[config.mk]
export PLATFORM = sky130hd
export DESIGN_NAME = axi4_lite_write_slave_flat
export DESIGN_NICKNAME = d
export VERILOG_FILES = /design/src/rtl/axi4_lite_write_slave_if.sv /design/src/rtl/axi4_lite_write_slave.sv /design/src/flat_wrapper.sv
export SDC_FILE = /design/constraint.sdc
export NUM_CORES = 1
export LEC_CHECK = 0
export BUFFER_PORTS_ARGS = -buffer_cell sky130_fd_sc_hd__buf_2
export CAP_MARGIN = 10
export CORE_MARGIN = 4
export CORE_UTILIZATION = 30
export DETAILED_ROUTE_END_ITERATION = 16
export PLACE_DENSITY = 0.58
export SLEW_MARGIN = 20
export SYNTH_ARGS = -nofsm -noshare
export SYNTH_HDL_FRONTEND = slang
export SYNTH_SLANG_ARGS = --single-unit
[constraint.sdc]
create_clock -name clk -period 1.8 [get_ports clk]
set_input_delay 0.09 -clock clk [delete_from_list [all_inputs] [get_ports clk]]
set_output_delay 0.09 -clock clk [all_outputs]
set_load 0.05 [all_outputs]
[src/rtl/axi4_lite_write_slave_if.sv]
// ---------------------------------------------------------------------------
// axi4_lite_write_slave_if
// Bundles the AXI4-Lite write-side channels (AW, W, B) into one interface.
//
// Signals:
//   awaddr/awvalid/awready : write address channel
//   wdata/wstrb/wvalid/wready : write data channel (wstrb = one bit per byte)
//   bresp/bvalid/bready : write response channel (2'b00 OKAY, 2'b10 SLVERR)
//
// Modports:
//   master : drives AW/W payload and valids plus bready
//   slave  : drives awready, wready, bresp, bvalid
// ---------------------------------------------------------------------------
interface axi4_lite_write_slave_if #(
   parameter int ADDR_WIDTH = 32,
   parameter int DATA_WIDTH = 32
);
   localparam int STRB_WIDTH = DATA_WIDTH / 8;

   logic [ADDR_WIDTH-1:0] awaddr;
   logic                  awvalid;
   logic                  awready;
   logic [DATA_WIDTH-1:0] wdata;
   logic [STRB_WIDTH-1:0] wstrb;
   logic                  wvalid;
   logic                  wready;
   logic [1:0]            bresp;
   logic                  bvalid;
   logic                  bready;

   modport master (
      output awaddr, awvalid, wdata, wstrb, wvalid, bready,
      input  awready, wready, bresp, bvalid
   );

   modport slave (
      input  awaddr, awvalid, wdata, wstrb, wvalid, bready,
      output awready, wready, bresp, bvalid
   );
endinterface

[src/rtl/axi4_lite_write_slave.sv]
// ---------------------------------------------------------------------------
// axi4_lite_write_slave
// AXI4-Lite write endpoint. Collects AW and W independently (either order or
// together), range-checks the address against [BASE_ADDR, BASE_ADDR+SIZE_BYTES)
// and issues one single-cycle write on a simple memory port, then returns a
// B response. Only one write is ever outstanding.
//
// Ports:
//   clk       : clock, all flops rise-edge
//   rst       : asynchronous reset, active low
//   s_axi     : AXI4-Lite write channels (slave modport)
//   mem_we    : one-cycle write enable (only for in-window addresses)
//   mem_addr  : word-aligned byte offset into the window
//   mem_wdata : captured write data
//   mem_wstrb : captured byte strobes
// ---------------------------------------------------------------------------
module axi4_lite_write_slave #(
   parameter int                    ADDR_WIDTH = 32,
   parameter int                    DATA_WIDTH = 32,
   parameter logic [ADDR_WIDTH-1:0] BASE_ADDR  = '0,
   parameter logic [ADDR_WIDTH-1:0] SIZE_BYTES = ADDR_WIDTH'(32'h0000_4000),
   localparam int                   STRB_WIDTH = DATA_WIDTH / 8
) (
   input  logic                  clk,
   input  logic                  rst,
   axi4_lite_write_slave_if.slave s_axi,
   output logic                  mem_we,
   output logic [ADDR_WIDTH-1:0] mem_addr,
   output logic [DATA_WIDTH-1:0] mem_wdata,
   output logic [STRB_WIDTH-1:0] mem_wstrb
);

   localparam logic [1:0] RESP_OKAY   = 2'b00;
   localparam logic [1:0] RESP_SLVERR = 2'b10;
   localparam logic [ADDR_WIDTH-1:0] WORD_MASK = {{(ADDR_WIDTH-2){1'b1}}, 2'b00};

   typedef enum logic [1:0] {
      COLLECT,
      WRITE,
      RESP
   } state_t;

   state_t                state, state_next;
   logic                  aw_full, aw_full_next;
   logic                  w_full, w_full_next;
   logic [ADDR_WIDTH-1:0] addr_q, addr_next;
   logic [DATA_WIDTH-1:0] data_q, data_next;
   logic [STRB_WIDTH-1:0] strb_q, strb_next;
   logic                  hit_q, hit_next;
   logic                  awready_q, awready_next;
   logic                  wready_q, wready_next;
   logic                  bvalid_q, bvalid_next;
   logic [1:0]            bresp_q, bresp_next;
   logic                  mem_we_next;
   logic [ADDR_WIDTH-1:0] mem_addr_next;
   logic [DATA_WIDTH-1:0] mem_wdata_next;
   logic [STRB_WIDTH-1:0] mem_wstrb_next;

   logic                  aw_hs;
   logic                  w_hs;
   logic [ADDR_WIDTH-1:0] cand_addr;
   logic [ADDR_WIDTH-1:0] cand_off;
   logic [ADDR_WIDTH:0]   window_end;
   logic                  cand_hit;

   // Handshakes use the registered readies, which are only ever high in
   // COLLECT, so nothing can be captured while a write is outstanding.
   assign aw_hs = s_axi.awvalid && awready_q;
   assign w_hs  = s_axi.wvalid  && wready_q;

   // The address that will be decoded if the transaction completes this edge:
   // the live AWADDR when AW is accepted now, otherwise the earlier capture.
   // The window end is one bit wider so BASE_ADDR+SIZE_BYTES can reach the
   // top of the address space without wrapping to zero.
   assign cand_addr  = aw_hs ? s_axi.awaddr : addr_q;
   assign window_end = {1'b0, BASE_ADDR} + {1'b0, SIZE_BYTES};
   assign cand_hit   = ({1'b0, cand_addr} >= {1'b0, BASE_ADDR}) &&
                       ({1'b0, cand_addr} <  window_end);
   assign cand_off   = (cand_addr - BASE_ADDR) & WORD_MASK;

   assign s_axi.awready = awready_q;
   assign s_axi.wready  = wready_q;
   assign s_axi.bvalid  = bvalid_q;
   assign s_axi.bresp   = bresp_q;

   // State and output register bank. Every output is registered so the
   // memory port and AXI handshakes are glitch-free; reset clears all of
   // them at once, which also discards any half-finished transaction.
   always_ff @(posedge clk or negedge rst) begin
      if (!rst) begin
         state     <= COLLECT;
         aw_full   <= 1'b0;
         w_full    <= 1'b0;
         addr_q    <= '0;
         data_q    <= '0;
         strb_q    <= '0;
         hit_q     <= 1'b0;
         awready_q <= 1'b0;
         wready_q  <= 1'b0;
         bvalid_q  <= 1'b0;
         bresp_q   <= RESP_OKAY;
         mem_we    <= 1'b0;
         mem_addr  <= '0;
         mem_wdata <= '0;
         mem_wstrb <= '0;
      end else begin
         state     <= state_next;
         aw_full   <= aw_full_next;
         w_full    <= w_full_next;
         addr_q    <= addr_next;
         data_q    <= data_next;
         strb_q    <= strb_next;
         hit_q     <= hit_next;
         awready_q <= awready_next;
         wready_q  <= wready_next;
         bvalid_q  <= bvalid_next;
         bresp_q   <= bresp_next;
         mem_we    <= mem_we_next;
         mem_addr  <= mem_addr_next;
         mem_wdata <= mem_wdata_next;
         mem_wstrb <= mem_wstrb_next;
      end
   end

   // Next-state and next-output logic. The memory write is launched on the
   // same edge that completes the AW/W pair so mem_we is high for exactly the
   // WRITE cycle; the response is latched from the decode on the next edge.
   // Readies are computed one edge ahead, so they drop on the capture edge
   // and rise again on the B handshake edge.
   always_comb begin
      state_next     = state;
      aw_full_next   = aw_full;
      w_full_next    = w_full;
      addr_next      = addr_q;
      data_next      = data_q;
      strb_next      = strb_q;
      hit_next       = hit_q;
      awready_next   = 1'b0;
      wready_next    = 1'b0;
      bvalid_next    = bvalid_q;
      bresp_next     = bresp_q;
      mem_we_next    = 1'b0;
      mem_addr_next  = mem_addr;
      mem_wdata_next = mem_wdata;
      mem_wstrb_next = mem_wstrb;

      case (state)
         COLLECT: begin
            if (aw_hs) begin
               addr_next    = s_axi.awaddr;
               aw_full_next = 1'b1;
            end
            if (w_hs) begin
               data_next   = s_axi.wdata;
               strb_next   = s_axi.wstrb;
               w_full_next = 1'b1;
            end
            if (aw_full_next && w_full_next) begin
               state_next     = WRITE;
               hit_next       = cand_hit;
               mem_we_next    = cand_hit;
               mem_addr_next  = cand_off;
               mem_wdata_next = data_next;
               mem_wstrb_next = strb_next;
            end else begin
               awready_next = !aw_full_next;
               wready_next  = !w_full_next;
            end
         end

         WRITE: begin
            state_next  = RESP;
            bvalid_next = 1'b1;
            bresp_next  = hit_q ? RESP_OKAY : RESP_SLVERR;
         end

         RESP: begin
            if (s_axi.bready) begin
               state_next   = COLLECT;
               bvalid_next  = 1'b0;
               aw_full_next = 1'b0;
               w_full_next  = 1'b0;
               awready_next = 1'b1;
               wready_next  = 1'b1;
            end
         end

         default: begin
            state_next = COLLECT;
         end
      endcase
   end

endmodule

[src/flat_wrapper.sv]
// flat-port wrapper written by rule: the top's interface ports become plain ports
module axi4_lite_write_slave_flat 
#(
   parameter int                    ADDR_WIDTH = 32,
   parameter int                    DATA_WIDTH = 32,
   parameter logic [ADDR_WIDTH-1:0] BASE_ADDR  = '0,
   parameter logic [ADDR_WIDTH-1:0] SIZE_BYTES = ADDR_WIDTH'(32'h0000_4000),
   localparam int                   STRB_WIDTH = DATA_WIDTH / 8
)
  (clk, rst, mem_we, mem_addr, mem_wdata, mem_wstrb, s_axi_awaddr, s_axi_awvalid, s_axi_wdata, s_axi_wstrb, s_axi_wvalid, s_axi_bready, s_axi_awready, s_axi_wready, s_axi_bresp, s_axi_bvalid);
  axi4_lite_write_slave_if #(.ADDR_WIDTH(ADDR_WIDTH), .DATA_WIDTH(DATA_WIDTH)) s_axi_i ();
  input  logic clk;
  input  logic rst;
  output logic mem_we;
  output logic [ADDR_WIDTH-1:0] mem_addr;
  output logic [DATA_WIDTH-1:0] mem_wdata;
  output logic [STRB_WIDTH-1:0] mem_wstrb;
  input wire logic [$bits(s_axi_i.awaddr)-1:0] s_axi_awaddr;
  input wire logic [$bits(s_axi_i.awvalid)-1:0] s_axi_awvalid;
  input wire logic [$bits(s_axi_i.wdata)-1:0] s_axi_wdata;
  input wire logic [$bits(s_axi_i.wstrb)-1:0] s_axi_wstrb;
  input wire logic [$bits(s_axi_i.wvalid)-1:0] s_axi_wvalid;
  input wire logic [$bits(s_axi_i.bready)-1:0] s_axi_bready;
  output wire logic [$bits(s_axi_i.awready)-1:0] s_axi_awready;
  output wire logic [$bits(s_axi_i.wready)-1:0] s_axi_wready;
  output wire logic [$bits(s_axi_i.bresp)-1:0] s_axi_bresp;
  output wire logic [$bits(s_axi_i.bvalid)-1:0] s_axi_bvalid;
  assign s_axi_i.awaddr = s_axi_awaddr;
  assign s_axi_i.awvalid = s_axi_awvalid;
  assign s_axi_i.wdata = s_axi_wdata;
  assign s_axi_i.wstrb = s_axi_wstrb;
  assign s_axi_i.wvalid = s_axi_wvalid;
  assign s_axi_i.bready = s_axi_bready;
  assign s_axi_awready = s_axi_i.awready;
  assign s_axi_wready = s_axi_i.wready;
  assign s_axi_bresp = s_axi_i.bresp;
  assign s_axi_bvalid = s_axi_i.bvalid;
  axi4_lite_write_slave #(.ADDR_WIDTH(ADDR_WIDTH), .DATA_WIDTH(DATA_WIDTH), .BASE_ADDR(BASE_ADDR), .SIZE_BYTES(SIZE_BYTES)) u_core (.clk(clk), .rst(rst), .s_axi(s_axi_i), .mem_we(mem_we), .mem_addr(mem_addr), .mem_wdata(mem_wdata), .mem_wstrb(mem_wstrb));
endmodule
==> results of run 1 <==
[flip-flops by register name, indices dropped and copies added, names as in the netlist]
signal	count
u_core.w_full	1
u_core.mem_wstrb	4
u_core.aw_full	1
u_core.s_axi.bresp	1
u_core.mem_wdata	32
u_core.addr_q	30
u_core.mem_we	1
u_core.hit_q	1
u_core.strb_q	4
u_core.data_q	32
u_core.s_axi.wready	1
u_core.mem_addr	30
u_core.s_axi.awready	1
u_core.s_axi.bvalid	1
u_core.state	2
[area by class of cell]
cell class,count,area share [%]
Multi-Input combinational cell,317,27.3
Inverter,1,0.0448
Sequential cell,142,42.4
Clock buffer,20,5.45
Clock inverter,11,1.69
Tap cell,265,3.96
Timing Repair Buffer,225,19.1
[layer usage]
metal | up-vias | wire length, um
met2 | 111 | 6870
met4 | 0 | 136
li1 | 2136 | -
met1 | 2171 | 6590
met3 | 13 | 869
met5 | - | 0
[critical path, stage by stage (launching register included)]
cell and delay (ns):
dfrtp_1 0.39, a21oi_1 0.15, nor4_4 0.40, buf_4 0.20, buf_12 0.20, nor2_1 0.08, a21oi_1 0.13
[metrics by stage]
stage	util, %	hold WS (ns)	instance area (um^2)	setup WS (ns)
final	42.8	0.0892	8380	0.171
after global routing	42.8	0.0769	8380	0.00188
after CTS	42.8	0.0558	8380	0.106
after detailed placement	36.2	0.0845	7100	0.117
after global placement	36.2	0.0767	7100	0.194
after floorplan	-	-0.206	6010	0.0403
[power by group through the flow]
stage          sequential [W]  combinational [W]  clock, W
2_1_floorplan         0.00846            0.00350         0
3_3_place_gp          0.00577            0.00806         0
3_5_place_dp          0.00588            0.00823         0
4_1_cts               0.00583            0.00836   0.00367
5_1_grt               0.00605            0.00890   0.00383
6_report              0.00582            0.00824   0.00357
[cells in the mapped netlist (all sizes together) (2+ instances only)]
cell / number / area (um^2)
nor2: 72 / 270
and2: 2 / 12.5
nand2: 9 / 33.8
buf: 31 / 170
mux2: 66 / 743
nand3: 2 / 10.0
nor4: 7 / 58.8
nor3: 7 / 40.0
nand4: 2 / 12.5
o21ai: 3 / 15.0
mux2i: 67 / 671
nand2b: 4 / 25.0
a21oi: 71 / 355
dfrtp: 142 / 3550
[kinds of logic (layout without fill, tap and decap cells)]
family,Yosys count,count (layout),share of synthesized area [%]
AO/OA/AOI/OAI,75,75,6.32
AND/OR/NAND/NOR,106,106,7.84
multiplexers,133,133,23.6
other,1,3,0.0625
buffers and inverters,33,257,2.96
flip-flops,142,142,59.2
[worst paths after layout]
| path | end | slack, ns | cells past startpoint |
|---|---|---|---|
| worst max-delay path | u_core.mem_wdata[15] | 0.17 | 6 |
| max in group asynchronous | u_core.addr_q[11] | 0.98 | 3 |
| min in group asynchronous | u_core.mem_wdata[3] | 0.22 | 2 |
| worst max register to register | u_core.mem_wdata[15] | 0.17 | 6 |
| worst min register to register | u_core.s_axi.bresp[1] | 0.47 | 1 |
| worst min-delay path | u_core.s_axi.wready | 0.09 | 4 |
[what timing repair did]
item,CTS,global route
hold endpoints to repair,145,0
buffers inserted,0,0
resized for setup,0,1
endpoints found under the setup margin,0,3
hold buffers,68,0
==> out/summary.txt, run 1 <==
total grt overflow -> 0
maximum vdd drop -> 970 uV
ys async rst share -> 100%
# diodes -> 0
Reg area -> 3560 um^2
Final Max Slew Viols -> 0
clock-pin slew on the worst setup and hold paths -> 0.06 ns
measured slew at the worst slew-check pin -> 0.504 ns
CP startpoint -> u_core.s_axi.awready
RSZ-0062 raised after global routing -> no
Buffers on Ports -> 141
final wirelength -> 14.5 mm
initial antenna violation count -> 0
post-route antenna net violation count -> 0
die area -> 22300 um^2
# H-tree levels -> 4
sequential fraction of the synthesis area -> 59.2%
number of global-route vias before repair -> 4622
Max Fclk -> 614 MHz
Yosys warning count -> 0
nets@finish -> 777
Worst Path Max Fanout -> 44
Setup Skew -> 0.00742 ns
CTS tree -> built
Crit Path Class -> flop to flop
Hold Path Class -> input pin to flop
Num CTS Buffers -> 17
Post-Syn Area -> 6000 um^2
Syn Inst Count -> 490
Vert. Die Dim -> 149 um
type of origin of the critical path -> flop
Site Rows -> 51
core area -> 19600 um^2
Flop pwr share -> 33.0%
mean post-synth cell area -> 12.2 um^2
clk_lat worst skew -> 0.41 ns
clock share of power -> 20.3%
chip width -> 149 um
Starting DRT DRC Count -> 87
Post-synth EDFFs -> 0
Setup TNS Final -> 0 ns
GRT Util Overall -> 13.3%
max-cap violations -> 0
DRT Pass-1 Iters -> 4
Final Non-Filler Cells -> 981
Relative slew margins -> 66.4%
M3 GR Usage -> 4.25%
P_sw -> 0.00776 W
Seq cells post-synth -> 142
Hold Crit Start -> s_axi_wvalid
met2 usage -> 21.8%
WL/cell -> 14.7 um
status -> finished, final reports clean
LEAKAGE -> 3.83 nW
largest net degree at the start of global routing -> 77
Design Power -> 0.0176 W
layout cells sized above 1 -> 36.3%
P_int -> 0.00986 W
vias per inst -> 4.52
ratio of final minimum period to clock period -> 90.5%
gpl congestion -> 0.762
most frequent cells in the layout -> buf_2, dfrtp_1, nor2_1, a21oi_1, dlygate4sd3_1
grt met1 use -> 17.0%
clk root buf -> clkbuf_16
power density over the cells -> 2100 nW/um^2
vias post-DR -> 4431
Area growth syn-to-layout -> 39.7%
dpl hpwl -> 9.81 mm
Sw Share -> 44.0%
Critical Path RT -> 2.13 ns
Post-Place Cells -> 882
Hold Vio Cnt, Final -> 0
Initial Util -> 30.6%
CTS Buffer Depth -> 2
global-route wire length before repair -> 23.6 mm
ys flop type -> dfrtp_1
# IOs -> 147
minimum clock period -> 1.63 ns
multi-input gate area in the final layout -> 2290 um^2
gr busiest metal -> met2
synth unique cells -> 22
r2r startpoint -> u_core.s_axi.awready
clk sinks -> 142
Comb pwr share -> 46.7%
Critical Path AT -> 1.96 ns
setup violators final -> 0
endpoint type of the worst setup path -> flop
drt drc -> 0
number of fill cells -> 1860
(Power assumes the default switching activity.)
==> run 2: changes to the inputs <==
--- a/config.mk
+++ b/config.mk
@@ -10,7 +10,7 @@
 export CORE_MARGIN = 4
 export CORE_UTILIZATION = 30
 export DETAILED_ROUTE_END_ITERATION = 16
-export PLACE_DENSITY = 0.58
+export PLACE_DENSITY = 0.6
 export SLEW_MARGIN = 20
 export SYNTH_ARGS = -nofsm -noshare
 export SYNTH_HDL_FRONTEND = slang
==> constraint.sdc (replaced) <==
create_clock -name clk -period 1.3 [get_ports clk]
set_input_delay 0.065 -clock clk [delete_from_list [all_inputs] [get_ports clk]]
set_output_delay 0.065 -clock clk [all_outputs]
set_load 0.05 [all_outputs]
==> run 2 against run 1 <==
  * The run now ends with setup timing left
  * Fmax increased by 5.2%
  * Non-clock buffer count increased by 67
  * Global-route usage increased by 3.1 points
  * Final area increased by 17%
  * Worst setup slack got worse by 0.42 ns
  * Largest power group unchanged
  * Clock power increased by 38%
  * Wire length increased by 32%
  * Combinational power increased by 100%
  * Highest routed layer unchanged
  * Total power increased by 69%
==> out/summary.txt, run 2 (synthesis results as in run 1) <==
clk root buf -> clkbuf_16 (unchanged)
DRT Pass-1 Iters -> 4 (unchanged)
Starting DRT DRC Count -> 206 (was 87)
minimum clock period -> 1.55 ns (was 1.63 ns)
Area growth syn-to-layout -> 62.8% (was 39.7%)
clk_lat worst skew -> 0.41 ns (about the same)
setup violators final -> 136 (was 0)
gpl congestion -> 0.800 (was 0.762)
Worst Path Max Fanout -> 4 (was 44)
CP Cell Sequence -> buf_4 -> nand2_2 -> nor3_4 -> buf_6 -> clkbuf_16 -> mux2_2 (was a21oi_1 -> nor4_4 -> buf_4 -> buf_12 -> nor2_1 -> a21oi_1)
crit path max-delay cell type -> dfrtp_2 (was nor4_4)
dpl hpwl -> 10.7 mm (was 9.81 mm)
Setup Skew -> 0.00930 ns (was 0.00742 ns)
total grt overflow -> 0 (unchanged)
Max Fclk -> 646 MHz (was 614 MHz)
largest net degree at the start of global routing -> 40 (was 77)
r2r startpoint -> u_core.s_axi.wready (was u_core.s_axi.awready)
CTS tree -> built (unchanged)
met2 usage -> 28.3% (was 21.8%)
# H-tree levels -> 4 (unchanged)
power density over the cells -> 3050 nW/um^2 (was 2100 nW/um^2)
initial antenna violation count -> 1 (was 0)
M3 GR Usage -> 3.62% (was 4.25%)
CTS Buffer Depth -> 2 (unchanged)
Hold Path Class -> input pin to asynchronous set/reset pin (was input pin to flop)
fin worst setup slack -> -0.249 ns (was 0.171 ns)
LEAKAGE -> 4.46 nW (was 3.83 nW)
vias post-DR -> 4901 (was 4431)
ratio of final minimum period to clock period -> 119% (was 90.5%)
Final Max Slew Viols -> 0 (unchanged)
post-route cell area -> 9770 um^2 (was 8380 um^2)
clk sinks -> 142 (unchanged)
worst reg2reg path endpoint -> u_core.data_q[30] (was u_core.mem_wdata[15])
grt met1 use -> 20.8% (was 17.0%)
Hold Vio Cnt, Final -> 0 (unchanged)
slowest stage delay, CP -> 0.38 ns (was 0.40 ns)
Critical Path RT -> 1.59 ns (was 2.13 ns)
maximum vdd drop -> 1530 uV (was 970 uV)
top flop regs -> u_core.data_q x32, u_core.mem_wdata x32 (unchanged)
Vert. Die Dim -> 149 um (unchanged)
path depth of the worst reg2reg path -> 6 (unchanged)
post-route antenna net violation count -> 0 (unchanged)
core area -> 19600 um^2 (unchanged)
RSZ-0062 raised after global routing -> yes (was no)
nets@finish -> 844 (was 777)
Final Util -> 49.9% (was 42.8%)
chip width -> 149 um (unchanged)
vias per inst -> 4.67 (was 4.52)
Critical Path AT -> 1.83 ns (was 1.96 ns)
Buffers on Ports -> 141 (unchanged)
gr busiest metal -> met2 (unchanged)
Site Rows -> 51 (unchanged)
Num CTS Buffers -> 17 (unchanged)
most frequent cells in the layout -> buf_2, dfrtp_1, dlygate4sd3_1, nor2_1, mux2i_1 (was buf_2, dfrtp_1, nor2_1, a21oi_1, dlygate4sd3_1)
GRT Util Overall -> 16.4% (was 13.3%)
clock-pin slew on the worst setup and hold paths -> 0.06 ns (about the same)
Crit Path Class -> flop to flop (unchanged)
final wirelength -> 19.1 mm (was 14.5 mm)
# IOs -> 147 (unchanged)
layout cells sized above 1 -> 49.2% (was 36.3%)
endpoint type of the worst setup path -> flop (unchanged)
number of global-route vias before repair -> 5318 (was 4622)
failing checks -> setup timing
status -> finished, violations left (was finished, final reports clean)
Placement Cell Area -> 7570 um^2 (was 7100 um^2)
type of origin of the critical path -> flop (unchanged)
max-cap violations -> 0 (unchanged)
die area -> 22300 um^2 (unchanged)
drt drc -> 0 (unchanged)
global-route wire length before repair -> 28.4 mm (was 23.6 mm)
R2R setup slack -> -0.25 ns (was 0.17 ns)
Initial Util -> 30.6% (unchanged)
WL/cell -> 18.2 um (was 14.7 um)
run 2: cell count changes in the layout (fill, tap and decap cells not counted), sizes merged:
| cell | previous run | this run |
|---|---|---|
| buf | 157 | 216 |
| bufinv | 3 | 2 |
| clkbuf | 20 | 29 |
| clkinv | 8 | 6 |
| clkinvlp | 0 | 1 |
| diode | 0 | 1 |
| dlygate4sd3 | 68 | 70 |
run 2: power breakdown:
| group | leakage, nW | internal (W) | switching, W |
|---|---|---|---|
| Sequential | 1.66 | 0.00673 | 0.00138 |
| Combinational | 2.51 | 0.00714 | 0.00963 |
| Clock | 0.293 | 0.00303 | 0.00188 |
| Total | 4.46 | 0.0169 | 0.0129 |
run 2: cell type report:
| type | count | area [um^2] |
|---|---|---|
| fill | 1676 | 9820 |
| sequential | 142 | 3560 |
| multi-input combinational | 317 | 2720 |
| timing repair buffer | 292 | 2550 |
| clock buffer | 23 | 488 |
| tap | 265 | 332 |
| clock inverter | 9 | 109 |
| inverter | 1 | 3.75 |
| antenna | 1 | 2.50 |
run 2: metrics by stage:
stage | hold slack [ns] | instances | power (W) | setup TNS, ns | setup WS, ns
global placement | -0.0107 | 917 | 0.0204 | -22.87 | -0.241
CTS | 0.0985 | 1048 | 0.0290 | -26.11 | -0.239
floorplan | -0.231 | 492 | 0.0173 | -30.58 | -0.312
detailed placement | 0.00104 | 917 | 0.0208 | -28.68 | -0.316
finish | 0.136 | 1050 | 0.0298 | -25.93 | -0.249
global route | 0.134 | 1050 | 0.0314 | -34.64 | -0.313
run 2: worst max-delay path by stage:
stage | start | to | slack, ns | cells past startpoint
after floorplan | u_core.s_axi.wready | u_core.data_q[0] | -0.31 | 4
after global placement | u_core.state[1] | u_core.data_q[16] | -0.24 | 3
after detailed placement | u_core.state[1] | u_core.mem_wdata[29] | -0.32 | 5
after CTS | u_core.state[0] | u_core.mem_addr[18] | -0.24 | 7
after global routing | u_core.w_full | u_core.mem_wdata[31] | -0.31 | 7
final | u_core.s_axi.wready | u_core.data_q[30] | -0.25 | 6
run 2: routing by layer:
| layer | vias up | share of wire (%) |
|---|---|---|
| met5 | - | 0 |
| met4 | 0 | 1.2 |
| met3 | 14 | 3.7 |
| met2 | 117 | 50 |
| met1 | 2489 | 45 |
| li1 | 2281 | - |
run 2: critical path, delay by kind of cell, from the launching register on:
| family | cells | cell delay [ns] |
|---|---|---|
| buf+inv | 3 | 0.50 |
| flops | 1 | 0.38 |
| mux | 1 | 0.33 |
| simple gates | 2 | 0.23 |
run 2: timing repair:
action / in CTS / in global routing
buffers inserted: 19 / 1
endpoints found under the setup margin: 136 / 138
gates resized for setup: 54 / 40
pin swaps: 4 / 3
hold buffers: 70 / 0
gates cloned: 12 / 6
endpoints found under the hold margin: 259 / 0
==> run 3: changes to the inputs <==
==> constraint.sdc (replaced) <==
create_clock -name clk -period 1.3 [get_ports clk]
set_input_delay 0.325 -clock clk [delete_from_list [all_inputs] [get_ports clk]]
set_output_delay 0.325 -clock clk [all_outputs]
set_load 0.05 [all_outputs]
==> run 3 against run 2 <==
  * The run still ends with setup timing left
  * Final area shrank 2.7%
  * Non-clock buffer count shrank 32
  * Hold slack gained 0.027 ns
  * Sequential power grew 2.8%
  * Utilization shrank 1.4 points
  * Register-to-register slack gained 0.04 ns
  * Critical endpoint is now u_core.data_q[17]
  * Clock skew grew 0.0011 ns
  * Sequential share of layout area grew 1.0 points
  * Count of clock-buffer cells in the layout grew 1
  * Combinational power is essentially flat
  * First-iteration DRC count shrank 18%
  * Via count shrank 4.9%
==> out/summary.txt, run 3 (synthesis results as in run 1) <==
Setup Skew -> 0.0104 ns (was 0.00930 ns)
Critical Path AT -> 1.80 ns (was 1.83 ns)
# IOs -> 147 (unchanged)
DRT Pass-1 Iters -> 4 (unchanged)
dpl hpwl -> 10.5 mm (was 10.7 mm)
CTS tree -> built (unchanged)
worst reg2reg path endpoint -> u_core.data_q[17] (was u_core.data_q[30])
final wirelength -> 17.2 mm (was 19.1 mm)
vias per inst -> 4.59 (was 4.67)
Placement Cell Area -> 7700 um^2 (was 7570 um^2)
RSZ-0062 raised after global routing -> yes (unchanged)
# H-tree levels -> 4 (unchanged)
minimum clock period -> 1.51 ns (was 1.55 ns)
Crit Path Class -> flop to flop (unchanged)
Worst Path Max Fanout -> 8 (was 4)
post-route cell area -> 9500 um^2 (was 9770 um^2)
CTS Buffer Depth -> 2 (unchanged)
gpl congestion -> 0.800 (about the same)
LEAKAGE -> 4.46 nW (about the same)
maximum vdd drop -> 1520 uV (was 1530 uV)
R2R setup slack -> -0.21 ns (was -0.25 ns)
clk sinks -> 142 (unchanged)
setup violators final -> 140 (was 136)
most frequent cells in the layout -> dfrtp_1, buf_4, buf_6, nor2_1, buf_2 (was buf_2, dfrtp_1, dlygate4sd3_1, nor2_1, mux2i_1)
Max Fclk -> 661 MHz (was 646 MHz)
Hold Path Class -> input pin to flop (was input pin to asynchronous set/reset pin)
number of global-route vias before repair -> 4766 (was 5318)
die area -> 22300 um^2 (unchanged)
nets@finish -> 812 (was 844)
vias post-DR -> 4660 (was 4901)
Num CTS Buffers -> 17 (unchanged)
total grt overflow -> 0 (unchanged)
status -> finished, violations left (unchanged)
Starting DRT DRC Count -> 168 (was 206)
type of origin of the critical path -> flop (unchanged)
failing checks -> setup timing (unchanged)
power density over the cells -> 3110 nW/um^2 (was 3050 nW/um^2)
Setup TNS Final -> -18.87 ns (was -25.93 ns)
clock-pin slew on the worst setup and hold paths -> 0.06 ns (about the same)
Hold Vio Cnt, Final -> 0 (unchanged)
CP startpoint -> u_core.s_axi.wready (unchanged)
r2r startpoint -> u_core.s_axi.wready (unchanged)
hold_ws -> 0.162 ns (was 0.136 ns)
clk_lat worst skew -> 0.41 ns (about the same)
Site Rows -> 51 (unchanged)
ratio of final minimum period to clock period -> 116% (was 119%)
Buffers on Ports -> 141 (unchanged)
clk root buf -> clkbuf_16 (unchanged)
Initial Util -> 30.6% (unchanged)
Final Max Slew Viols -> 0 (unchanged)
# diodes -> 0 (was 1)
Area growth syn-to-layout -> 58.4% (was 62.8%)
max-cap violations -> 0 (unchanged)
initial antenna violation count -> 0 (was 1)
GRT Util Overall -> 14.5% (was 16.4%)
global-route wire length before repair -> 25.3 mm (was 28.4 mm)
largest net degree at the start of global routing -> 41 (was 40)
WL/cell -> 16.9 um (was 18.2 um)
top flop regs -> u_core.data_q x32, u_core.mem_wdata x32 (unchanged)
commonest non-fill, non-tap cell in the layout -> dfrtp_1
fin worst setup slack -> -0.212 ns (was -0.249 ns)
post-route antenna net violation count -> 0 (unchanged)
Critical Path RT -> 1.59 ns (about the same)
chip width -> 149 um (unchanged)
worst setup path end -> u_core.data_q[17] (was u_core.data_q[30])
Vert. Die Dim -> 149 um (unchanged)
path depth of the worst reg2reg path -> 5 (was 6)
endpoint type of the worst setup path -> flop (unchanged)
core area -> 19600 um^2 (unchanged)
layout cells sized above 1 -> 50.9% (was 49.2%)
drt drc -> 0 (unchanged)
## run 3: changes by cell type in the layout (fill, tap and decap cells not counted), moves of 26 or more
cell / change
dlygate4sd3_1: -69
buf_2: -68
buf_6: +65
buf_4: +47
a21oi_1: +26
## run 3: metrics by stage
step | total power (W) | instances | setup WS (ns) | util [%]
final | 0.0296 | 1016 | -0.212 | 48.5
after global routing | 0.0312 | 1016 | -0.250 | 48.5
after CTS | 0.0271 | 979 | -0.205 | 44.4
after detailed placement | 0.0208 | 937 | -0.299 | 39.3
after global placement | 0.0204 | 937 | -0.269 | 39.3
after floorplan | 0.0173 | 492 | -0.312 | -
## run 3: cell type report
| type | instances | area, um^2 |
|---|---|---|
| Clock buffer | 24 | 462 |
| Inverter | 1 | 3.75 |
| Timing Repair Buffer | 260 | 2430 |
| Clock inverter | 7 | 65.1 |
| Multi-Input combinational cell | 317 | 2650 |
| Fill cell | 1713 | 10100 |
| Sequential cell | 142 | 3560 |
| Tap cell | 265 | 332 |
## run 3: worst max-delay path, cell delays in order (launching register included)
cell and delay, ns:
dfrtp_2 0.42, nand2_4 0.07, nor3_4 0.21, buf_12 0.20, clkbuf_16 0.18, mux2_4 0.29
## run 3: worst min path at each step
stage               slack (ns)            from               endpoint  cells past startpoint
global route              0.15  s_axi_wdata[8]       u_core.data_q[8]                      2
finish                    0.16  s_axi_wdata[3]       u_core.data_q[3]                      2
floorplan                 0.03             rst      u_core.addr_q[10]                      0
CTS                       0.14  s_axi_wdata[3]       u_core.data_q[3]                      2
global placement          0.22             rst  u_core.s_axi.bresp[1]                      1
detailed placement        0.23             rst       u_core.addr_q[6]                      1
## run 3: layer usage
metal  up-vias  GRT usage (%)  wire (um)
li1       2212              -          -
met1      2328           19.0       7760
met2       111           23.8       8510
met3         9           3.59        796
met4         0           4.16        135
met5         -              0          0
## run 3: repair_timing
action / CTS / global route
pin swaps: 5 / 3
gates resized for setup: 76 / 180
cloned: 5 / 8
hold endpoints to repair: 20 / 0
setup endpoints to repair: 204 / 205
hold buffers: 1 / 0
setup buffers: 5 / 30
## run 3: where the power goes
part / leakage [nW] / total, W / switching, W / internal [W]
combinational: 2.55 / 0.0168 / 0.00880 / 0.00796
clock: 0.254 / 0.00447 / 0.00181 / 0.00266
sequential: 1.66 / 0.00834 / 0.00160 / 0.00674
total: 4.46 / 0.0296 / 0.0122 / 0.0174
